<file path="src/rtl/sm4_round_seq.sv">
// sm4_round_seq: runs 32 SM4 rounds (encrypt/decrypt or key expansion) over an external ssm4 unit
module sm4_round_seq #(
    parameter int ROUNDS = 32
) (
    input  logic         g_clk,
    input  logic         g_rst,
    input  logic         in_valid,
    output logic         in_ready,
    input  logic         in_ks,
    input  logic         in_dec,
    input  logic [127:0] in_data,
    output logic         out_valid,
    input  logic         out_ready,
    output logic [127:0] out_data,
    output logic [4:0]   rk_idx,
    input  logic [31:0]  rk_in,
    output logic         rk_out_valid,
    output logic [4:0]   rk_out_idx,
    output logic [31:0]  rk_out,
    output logic [31:0]  fu_rs1,
    output logic [31:0]  fu_rs2,
    output logic [1:0]   fu_bs,
    output logic         fu_op_ks,
    output logic         fu_op_ed,
    input  logic [31:0]  fu_result
);
    typedef enum logic [1:0] {IDLE, RUN, DONE} state_t;

    localparam logic [127:0] FK = 128'hA3B1BAC6_56AA3350_677D9197_B27022DC;

    state_t       state, state_nx;
    logic [31:0]  x0, x1, x2, x3, acc;
    logic [4:0]   round;
    logic [1:0]   bs;
    logic         ks, dec, run, last, fin;
    logic [31:0]  ck;
    logic [127:0] ld;

    // CK byte j of round r is (4r + j) * 7 mod 256; 4r + j is just {r, j}
    function automatic logic [7:0] ck_byte(input logic [4:0] r, input logic [1:0] j);
        logic [7:0] n;
        n = {1'b0, r, j};
        return n * 8'd7;
    endfunction

    // Operand formation for the ssm4 unit, handshakes and next state
    always_comb begin
        run          = state == RUN;
        last         = bs == 2'd3;
        fin          = last && round == 5'(ROUNDS - 1);
        ck           = {ck_byte(round, 2'd0), ck_byte(round, 2'd1), ck_byte(round, 2'd2), ck_byte(round, 2'd3)};
        ld           = in_data ^ (in_ks ? FK : 128'd0);
        in_ready     = state == IDLE;
        out_valid    = state == DONE;
        out_data     = {x3, x2, x1, x0};
        fu_rs1       = acc;
        fu_rs2       = x1 ^ x2 ^ x3 ^ (ks ? ck : rk_in);
        fu_bs        = bs;
        fu_op_ks     = run && ks;
        fu_op_ed     = run && !ks;
        rk_idx       = run ? (dec ? 5'd31 - round : round) : 5'd0;
        rk_out_valid = run && ks && last;
        rk_out_idx   = round;
        rk_out       = fu_result;
        state_nx     = (state == IDLE && in_valid) ? RUN :
                       (run && fin)                ? DONE :
                       (state == DONE && out_ready) ? IDLE : state;
    end

    // Load on accept, chain byte steps through acc, shift the word window each round
    always_ff @(posedge g_clk) begin
        if (g_rst) begin
            state <= IDLE;
            {x0, x1, x2, x3, acc} <= '0;
            round <= '0;
            bs    <= '0;
            ks    <= 1'b0;
            dec   <= 1'b0;
        end else begin
            state <= state_nx;
            if (state == IDLE && in_valid) begin
                {x0, x1, x2, x3} <= ld;
                acc   <= ld[127:96];
                ks    <= in_ks;
                dec   <= in_dec && !in_ks;
                round <= '0;
                bs    <= '0;
            end else if (run) begin
                if (last) begin
                    x0    <= x1;
                    x1    <= x2;
                    x2    <= x3;
                    x3    <= fu_result;
                    acc   <= x1;
                    bs    <= '0;
                    round <= round + 5'd1;
                end else begin
                    acc <= fu_result;
                    bs  <= bs + 2'd1;
                end
            end
        end
    end
endmodule

</file>
<file path="config.mk">
export PLATFORM = sky130hd
export DESIGN_NAME = sm4_round_seq
export DESIGN_NICKNAME = d
export VERILOG_FILES = /design/src/rtl/sm4_round_seq.sv
export SDC_FILE = /design/constraint.sdc
export NUM_CORES = 1
export LEC_CHECK = 0
export CAP_MARGIN = 20
export CORE_AREA = 2 2 170 172
export CTS_BUF_LIST = sky130_fd_sc_hd__clkbuf_8
export CTS_CLUSTER_SIZE = 28
export DETAILED_ROUTE_END_ITERATION = 10
export DIE_AREA = 0 0 172 174
export PLACE_DENSITY = 0.79
export SLEW_MARGIN = 20
export SYNTH_ARGS = -nofsm -noshare
export SYNTH_HDL_FRONTEND = slang
export SYNTH_SLANG_ARGS = --single-unit
</file>
<file path="constraint.sdc">
create_clock -name g_clk -period 4.5 [get_ports g_clk]
set_input_delay 0.45 -clock g_clk [delete_from_list [all_inputs] [get_ports g_clk]]
set_output_delay 0.45 -clock g_clk [all_outputs]
set_load 0.005 [all_outputs]
</file>
Word-level counts from Yosys, hierarchy flattened --
Cells that the tools add are included.
Operators by class: $add $sub $neg 3, $mul 4, equality and inequality tests 4, mux-type cells 23, bitwise gates (word level) 4, reduce and logical (&&, ||, !) cells 18
Operators by type and width (number):
- 2-to-1 mux 32 bit | 16
- 2-to-1 mux 128 bit | 1
- XOR 128 bit | 1
- XOR 32 bit | 3
- multiplier 7 x 3 -> 8 bit, second input constant | 2
- 2-to-1 mux 5 bit | 2
- logical AND 1 bit | 8
- multiplier 6 x 3 -> 7 bit, second input constant | 1
- multiplier 5 x 3 -> 6 bit, second input constant | 1
- 2-to-1 mux 2 bit | 3
- nonzero test 2 bit | 3
- adder 5 x 1 -> 5 bit, second input constant | 1
- equality test 5 bit, second input constant | 1
- subtractor 5 bit, first input constant | 1
- equality test 2 bit, second input constant | 2
- AND reduction 2 bit | 2
- nonzero test 3 bit | 1
- adder 2 x 1 -> 2 bit, second input constant | 1
- equality test 2 x 1 -> 1 bit, second input constant | 1
- zero test 1 bit | 2
- zero test 2 bit | 1
- OR reduction 2 bit | 1
- 2-to-1 mux 1 bit | 1
Word-level totals: flip-flop bits (word level) 171, input port bits 198, output and inout bits 241

Depth between registers and ports, before layout --
Gate-level depths: netlist (run 1).
depth after elaboration 5, mapped depth 9, mapped depth without buffers 8

Worst setup path before layout (run 1) --
Ideal clock, no wire load.
path type reg-to-output, start point register round[1], in the netlist rk_out_idx[1], end point output fu_rs2[22], arrival time 2337 ps, required time 4050 ps, path slack 1713 ps, stages on the path, launching flop included 8, buffers on the path 0, cells stage by stage dfxtp_1 -> fa_1 -> ha_1 -> inv_1 -> fa_1 -> and4_1 -> a221o_1 -> xnor2_1
Between the ends: longest elaborated chain between the ends 3
RTL lines:
- start, declared | line 33 | logic [4:0] round;
- start signal, assigned | line 96 | round <= round + 5'd1;
- multiplier 7 x 3 -> 8 bit | line 43 | return n * 8'd7;
- 2-to-1 mux 32 bit | line 57 | fu_rs2 = x1 ^ x2 ^ x3 ^ (ks ? ck : rk_in);
- XOR 32 bit | line 57
- end, declared | line 21 | output logic [31:0] fu_rs2,
Every way passes these cells.

Worst setup path in the final report (run 1) --
start point register round[1], in the netlist rk_out_idx[1], end point output fu_rs2[7]
The elaborated chain is that of the path after synthesis.

==> parameters.txt, run 1 <==
Parameter                              Value

Setup path
  Cell breakdown of the critical path    fa_1 -> ha_1 -> o211ai_1 -> o2111a_1 -> nor3_1 -> xnor2_1 -> clkdlybuf4s50_1
  Worst reg-to-reg setup slack    roughly 1.4 ns
  Crit path max fanout    10
  Critical path's top delay family    adder cells
  Launching point of the worst reg2reg path    fu_bs[0]
  Critical-path top delay cell    dfxtp_1
  Arrival time at the worst endpoint    around 3.8 ns
  CP Capture Type    output port
  Category of the critical setup timing path    reg -> out
  Critical register-to-register path endpoint    x1[15]
  Timing startpoint of the critical path    rk_out_idx[1]
  Cell depth of the worst flop-to-flop path    6
  Buf+Inv Stages, Crit Path    1
  Largest stage delay on the critical path    just over 0.6 ns
  Sort of element at the start of the critical path    flop
  Required time worst endpoint    just over 4 ns

Route
  Via density per instance    roughly 5.5
  Routed wire per std cell    around 23 um
  Total vias in the final route    10,600
  First-pass iteration count of the detailed router    7
  Total wire length    between 40,000 and 50,000 um
  Iteration-0 DRC count of the detailed router    1,094
  DRC errors left    0
  Number of routed nets with antenna violations    0

Synth
  Cell area after technology mapping    ~10000 um^2
  Register bit total from synthesis    171
  Number of cells produced by synthesis    1,205
  Cell types with the largest area share after synthesis    dfxtp_1 (35%), xnor2_1 (10%), nand2_1 (7.5%)
  Proportion of netlist area held by the largest area contributor    approximately a third
  Number of enable-type register cells in the synthesized netlist    0
  Top_reg_cell synth    dfxtp_1
  Share of synthesized registers carrying an async set or reset    0%
  Cell accounting for the most synthesized area    dfxtp_1
  Sequential cell area fraction in the yosys report    34.6%
  Mean area per synthesized cell    ~8 um^2
  Synthesis warning total    0
  Yosys cell types    between 40 and 50
  Net count after synthesis    approximately 1,400

Floorplanning
  Standard-cell rows    62
  Area inside the core boundary    ~28,000 um^2
  Die outline area    ~30,000 um^2
  Die extent in y    roughly 170 um
  I/O pin total    between 400 and 500
  Starting utilization of the core area    around a third
  Horizontal extent of the die    172 um

Power
  Maximum VDD drop    approximately 0.00016 V
  Comb power frac    around 33%
  Proportion of power drawn by flip-flops and latches    39.8%
  Clock network fraction of design power    a little over a quarter
  Switching power    about 1.6 mW
  Total power divided by cell area    ~310 nW/um^2
  Fraction of power spent switching nets    ~34%
  Internal Pwr Total    about 3 mW
  Pleak    5.28 nW

Global routing
  First-pass GRT wire length    roughly 65,000 um
  Maximum number of pins on one net before global-route repair    130
  Total global routing track utilization    between 20% and 30%
  Initial antenna violation count    5
  Overall overflow remaining after global route    0
  Via count of the first global-routing pass    10,200

Cells and area
  P&R area growth vs syn    48.5%
  # fillers    roughly 2,600
  Final Instance Area    ~15,000 um^2
  Total number of nets in the final design    around 1,800
  Fraction of layout instances using a drive strength above 1    under 10%
  Post-layout instance count excluding filler cells    about 2,000

Flow run
  Count of max-cap constraint violations    0

Clock network
  Sink count of the clock tree    171
  CTS Buf Count    17
  Clk Latency, worst-skew pair    0.46 ns
  Master cell of the clock root buffer    clkbuf_8
  Buffer depth of the longest clock path    2
  Clock transition at the register clock pins on the worst setup and hold paths after CTS    0.13 ns
  CTS H-tree depth    4
  TritonCTS clock tree    yes
  # resized after CTS    0
  Count of hold buffers inserted by post-cts repair    0
  Setup fix buffers added after clock tree synthesis    0

Min path
  Worst-case hold path end point    x0[15]
  Hold Crit Depth    2
  HP Class    reg -> reg
  Hold wc startpoint    x0[15]

Timing
  Setup slack after layout    approximately 0.24 ns
  Accumulated negative setup slack    0 ns
  Number of hold violations in the final report    0
  Max Transition Viols Final    0
  Measured slew at the worst slew-check pin    about 1.2 ns
  Share of the clock period used by the worst path    94.6%
  Achievable clock frequency    between 200 and 250 MHz
  Time the worst path needs with I/O delays and setup    between 4 and 5 ns
  Worst Clk Skew    around 0.025 ns
  Unrepaired setup endpoints after global routing    false
  Endpoints failing setup    0
  Worst slew margin relative to its limit    between 20% and 30%

Placement
  Placement Cell Area    ~14,000 um^2
  Buffers added on ports    438
  Placed Instances    ~1,900
  HPWL Detailed    32,600 um
  Worst slack at placement    0.703 ns
  Gpl congestion    0.919

Status
  Run status    finished, final reports clean
==> final cells by class <==
type | instances | area [um^2] | share of cell area, %
repair buffers | 455 | 4520 | 30.8
clock inverters | 15 | 224 | 1.53
inverters | 15 | 56.3 | 0.384
flip-flops and latches | 171 | 3420 | 23.3
well taps | 384 | 480 | 3.27
diodes | 4 | 10.0 | 0.0682
multi-input cells | 882 | 5720 | 39.0
clock buffers | 17 | 234 | 1.59
==> worst max path at each step <==
stage               slack, ns          to  depth (start not counted)
finish                   0.24   fu_rs2[7]                          7
global route             0.07   fu_rs2[7]                          7
CTS                      0.19   fu_rs2[7]                          7
detailed placement       0.70   fu_rs2[7]                          7
global placement         0.73   fu_rs2[7]                          7
floorplan                1.71  fu_rs2[22]                          7
==> logic make-up after synthesis <==
kind of cell	synth area share (%)
buffers and inverters	7.79
multiplexers	3.24
flip-flops	34.6
XOR/XNOR	15.2
AO/OA/AOI/OAI	19.0
AND/OR/NAND/NOR	17.1
adder cells (fa/ha/maj)	3.14
==> cell usage after synthesis, types with 5 or more instances <==
cell type,count
a211oi_1,9
a21o_1,6
a21oi_1,55
a221oi_1,8
a222oi_1,41
a22oi_1,16
a311oi_1,65
buf_2,42
buf_4,33
clkbuf_1,55
dfxtp_1,171
fa_1,8
ha_1,12
inv_1,15
mux2i_1,32
nand2_1,197
nand2b_1,5
nor2_1,175
nor2b_1,5
nor3_1,15
o211ai_1,25
o21ai_0,5
xnor2_1,115
xor2_1,56
==> routing by layer <==
metal / track usage [%] / part of all wire, % / vias to the layer above
met5: 0 / 0 / -
met4: 12.3 / 4.4 / 0
met3: 7.22 / 9.1 / 97
met2: 46.8 / 47 / 626
met1: 36.1 / 40 / 5079
li1: - / - / 4821
==> sequential cells by signal, summed over array words and instances (netlist names) <==
signal      cells
fu_rs1         32
x0             32
x1             32
x2             32
x3             32
rk_out_idx      5
fu_bs           2
state           2
dec             1
ks              1
==> worst register-to-register path, delay by kind of cell (launching register included) <==
family	cells	cell delay, ns
and+or+nand+nor	2	0.43
buffers and inverters	1	0.48
DFF	1	0.41
adders and majority gates	1	0.60
AOI/OAI and AO/OA	2	1.04
==> stage by stage <==
step                hold WS [ns]  utilization, %  power [mW]
floorplan                  0.453               -        2.44
global placement           0.443            50.3        3.30
detailed placement         0.450            50.3        3.32
CTS                        0.462            51.9        4.55
global route               0.479            51.9        4.72
finish                     0.462            52.0        4.52
==> power by group through the flow <==
stage / registers [mW] / clock network, mW / logic (mW)
5_1_grt: 1.82 / 1.31 / 1.60
4_1_cts: 1.80 / 1.25 / 1.50
6_report: 1.80 / 1.22 / 1.50
3_5_place_dp: 1.83 / 0 / 1.49
2_1_floorplan: 1.79 / 0 / 0.651
3_3_place_gp: 1.83 / 0 / 1.47
==> cell usage in the layout, fill, tap and decap left out, types with 8 or more instances in the layout <==
cell type	count
clkdlybuf4s50_1	436
nand2_1	197
nor2_1	174
dfxtp_1	171
xnor2_1	115
a311oi_1	65
xor2_1	56
a21oi_1	55
a222oi_1	41
mux2i_1	32
o211ai_1	25
clkbuf_8	17
buf_4	17
a22oi_1	16
inv_1	15
nor3_1	15
ha_1	11
a211oi_1	9
a221oi_1	8
fa_1	8
clkinv_8	8
(Power assumes the default switching activity.)
==> run 2: changes to the inputs <==
--- a/config.mk
+++ b/config.mk
@@ -11,6 +11,7 @@
 export CTS_CLUSTER_SIZE = 28
 export DETAILED_ROUTE_END_ITERATION = 10
 export DIE_AREA = 0 0 172 174
+export GPL_ROUTABILITY_DRIVEN = 0
 export PLACE_DENSITY = 0.79
 export SLEW_MARGIN = 20
 export SYNTH_ARGS = -nofsm -noshare
==> run 2 against run 1 <==
Effect of this change:
- worst hold slack worse by 0.0018 ns
- final area down 0.29%
- via count up 0.22%
- cell count about the same
- utilization down 0.15 points
- clock-buffer cell count up 1
- critical path type unchanged
- die area unchanged
- fmax up 2.8%
- register-to-register slack better by 0.25 ns
- setup slack better by 0.12 ns
==> parameters.txt, run 2 (synthesis results as in run 1) <==
Parameter                              Value

Power
  Switching power    between 1 and 1.5 mW
  Maximum VDD drop    0.000213 V
  Comb power frac    around 33%
  Internal Pwr Total    just under 3 mW
  Total power divided by cell area    just over 300 nW/um^2
  Pleak    roughly 5.3 nW
  Design Power    between 4 and 5 mW
  Proportion of power drawn by flip-flops and latches    a little over 40%
  Clock network fraction of design power    a little over a quarter
  Fraction of power spent switching nets    between 30% and 40%

Setup path
  Critical register-to-register path endpoint    x3[19]
  Required time worst endpoint    a little over 4 ns
  CP Capture Type    output port
  Category of the critical setup timing path    reg -> out
  Timing startpoint of the critical path    rk_out_idx[2]
  Crit path max fanout    13
  Sort of element at the start of the critical path    flop
  Arrival time at the worst endpoint    3.69 ns
  Worst reg-to-reg setup slack    1.68 ns
  Cell depth of the worst flop-to-flop path    4
  Launching point of the worst reg2reg path    state[0]
  Critical Path Sink    fu_rs2[7]

Cells and area
  Area used by multi-input combinational logic    ~5700 um^2
  Commonest cells after routing, fill and taps aside    clkdlybuf4s50_1 (436), nand2_1 (197), nor2_1 (174), dfxtp_1 (171), xnor2_1 (115)
  Total number of nets in the final design    roughly 1,800
  # fillers    about 2,700
  Most common cell after layout, fill and taps aside    clkdlybuf4s50_1
  Fraction of layout instances using a drive strength above 1    slightly below 4%
  Storage element area    3420 um^2
  P&R area growth vs syn    48.1%

Clock network
  TritonCTS clock tree    yes
  Count of hold buffers inserted by post-cts repair    0
  Buffer depth of the longest clock path    2
  Master cell of the clock root buffer    clkbuf_8
  Setup fix buffers added after clock tree synthesis    0
  # resized after CTS    0
  Sink count of the clock tree    ~170
  Clk Latency, worst-skew pair    ~0.46 ns
  CTS Buf Count    17
  CTS H-tree depth    4
  Clock transition at the register clock pins on the worst setup and hold paths after CTS    roughly 0.10 ns

Floorplanning
  Standard-cell rows    62
  Horizontal extent of the die    172 um
  Area inside the core boundary    roughly 28,000 um^2
  Starting utilization of the core area    between 30% and 40%
  Die extent in y    ~170 um
  I/O pin total    439
  Die outline area    around 30,000 um^2

Timing
  Max Transition Viols Final    0
  Achievable clock frequency    around 240 MHz
  Unrepaired setup endpoints after global routing    false
  Setup slack after layout    between 0.3 and 0.4 ns
  Worst slew margin relative to its limit    between 30% and 40%
  Endpoints failing setup    0
  Accumulated negative setup slack    0 ns
  Number of hold violations in the final report    0
  Worst Clk Skew    roughly 0.030 ns
  Time the worst path needs with I/O delays and setup    4.14 ns
  Share of the clock period used by the worst path    between 90% and 100%
  Measured slew at the worst slew-check pin    ~1 ns

Route
  Routed wire per std cell    about 22 um
  Via density per instance    approximately 5.5
  DRC errors left    0
  Number of routed nets with antenna violations    0
  Total wire length    43,600 um
  Total vias in the final route    around 11,000
  Iteration-0 DRC count of the detailed router    between 1,000 and 1,500
  First-pass iteration count of the detailed router    7

Global routing
  Total global routing track utilization    between 20% and 30%
  Overall overflow remaining after global route    0
  Initial antenna violation count    2
  First-pass GRT wire length    between 60,000 and 70,000 um
  Via count of the first global-routing pass    between 10,000 and 15,000
  Maximum number of pins on one net before global-route repair    around 110

Min path
  Hold wc startpoint    x0[16]
  HP Class    reg -> reg

Flow run
  Count of max-cap constraint violations    0

Placement
  Buffers added on ports    438
  Worst slack at placement    0.846 ns
  HPWL Detailed    about 32,000 um

Status
  Run status    finished, final reports clean
[run 2: cell count changes in the layout (fill, tap and decap cells not counted)]
cell,delta
inv_6,+2
buf_4,+2
o21ai_2,-1
clkbuf_8,+1
o21ai_4,+1
inv_12,-1
buf_12,-1
diode_2,-2
clkinv_4,+1
clkinv_8,-6
inv_8,+3
[run 2: cell type report]
class                   count  share of cell area [%]
diodes                      2                  0.0342
clock buffers              18                    1.69
clock inverters            14                    1.16
inverters                  15                   0.385
multi-input cells         882                    39.2
flip-flops and latches    171                    23.4
well taps                 384                    3.28
repair buffers            456                    30.9
[run 2: worst max-delay path: stages (launching register included)]
cell	delay, ns
dfxtp_1	0.60
fa_1	0.52
ha_1	0.58
o211ai_1	0.18
o2111a_1	0.27
nor3_1	0.26
buf_4	0.20
xnor2_1	0.12
clkdlybuf4s50_1	0.52
[run 2: per-layer routing]
metal	share of wire [%]	track usage, %
met5	0	0
met4	4.5	12.1
met3	9.5	6.44
met2	47	45.6
met1	39	34.9
[run 2: worst min path at each step]
stage          slack (ns)          to  cells past startpoint
6_report             0.46      x0[16]                      2
5_1_grt              0.48  fu_rs1[14]                      2
4_1_cts              0.46  fu_rs1[30]                      2
3_5_place_dp         0.45  fu_rs1[30]                      2
3_3_place_gp         0.44      x0[23]                      2
2_1_floorplan        0.45   fu_rs1[0]                      2
[run 2: power groups by stage]
stage,registers (mW),logic [mW],clock network [mW]
2_1_floorplan,1.79,0.651,0
3_3_place_gp,1.83,1.46,0
3_5_place_dp,1.84,1.48,0
4_1_cts,1.80,1.49,1.19
5_1_grt,1.82,1.59,1.25
6_report,1.81,1.48,1.17
[run 2: metrics by stage]
| step | util (%) | area [um^2] | std cells | hold slack [ns] |
|---|---|---|---|---|
| floorplan | - | 9880 | 1205 | 0.453 |
| global placement | 50.3 | 14200 | 1908 | 0.443 |
| detailed placement | 50.3 | 14200 | 1908 | 0.446 |
| CTS | 51.8 | 14600 | 1940 | 0.463 |
| global route | 51.8 | 14600 | 1942 | 0.481 |
| finish | 51.8 | 14600 | 1942 | 0.460 |
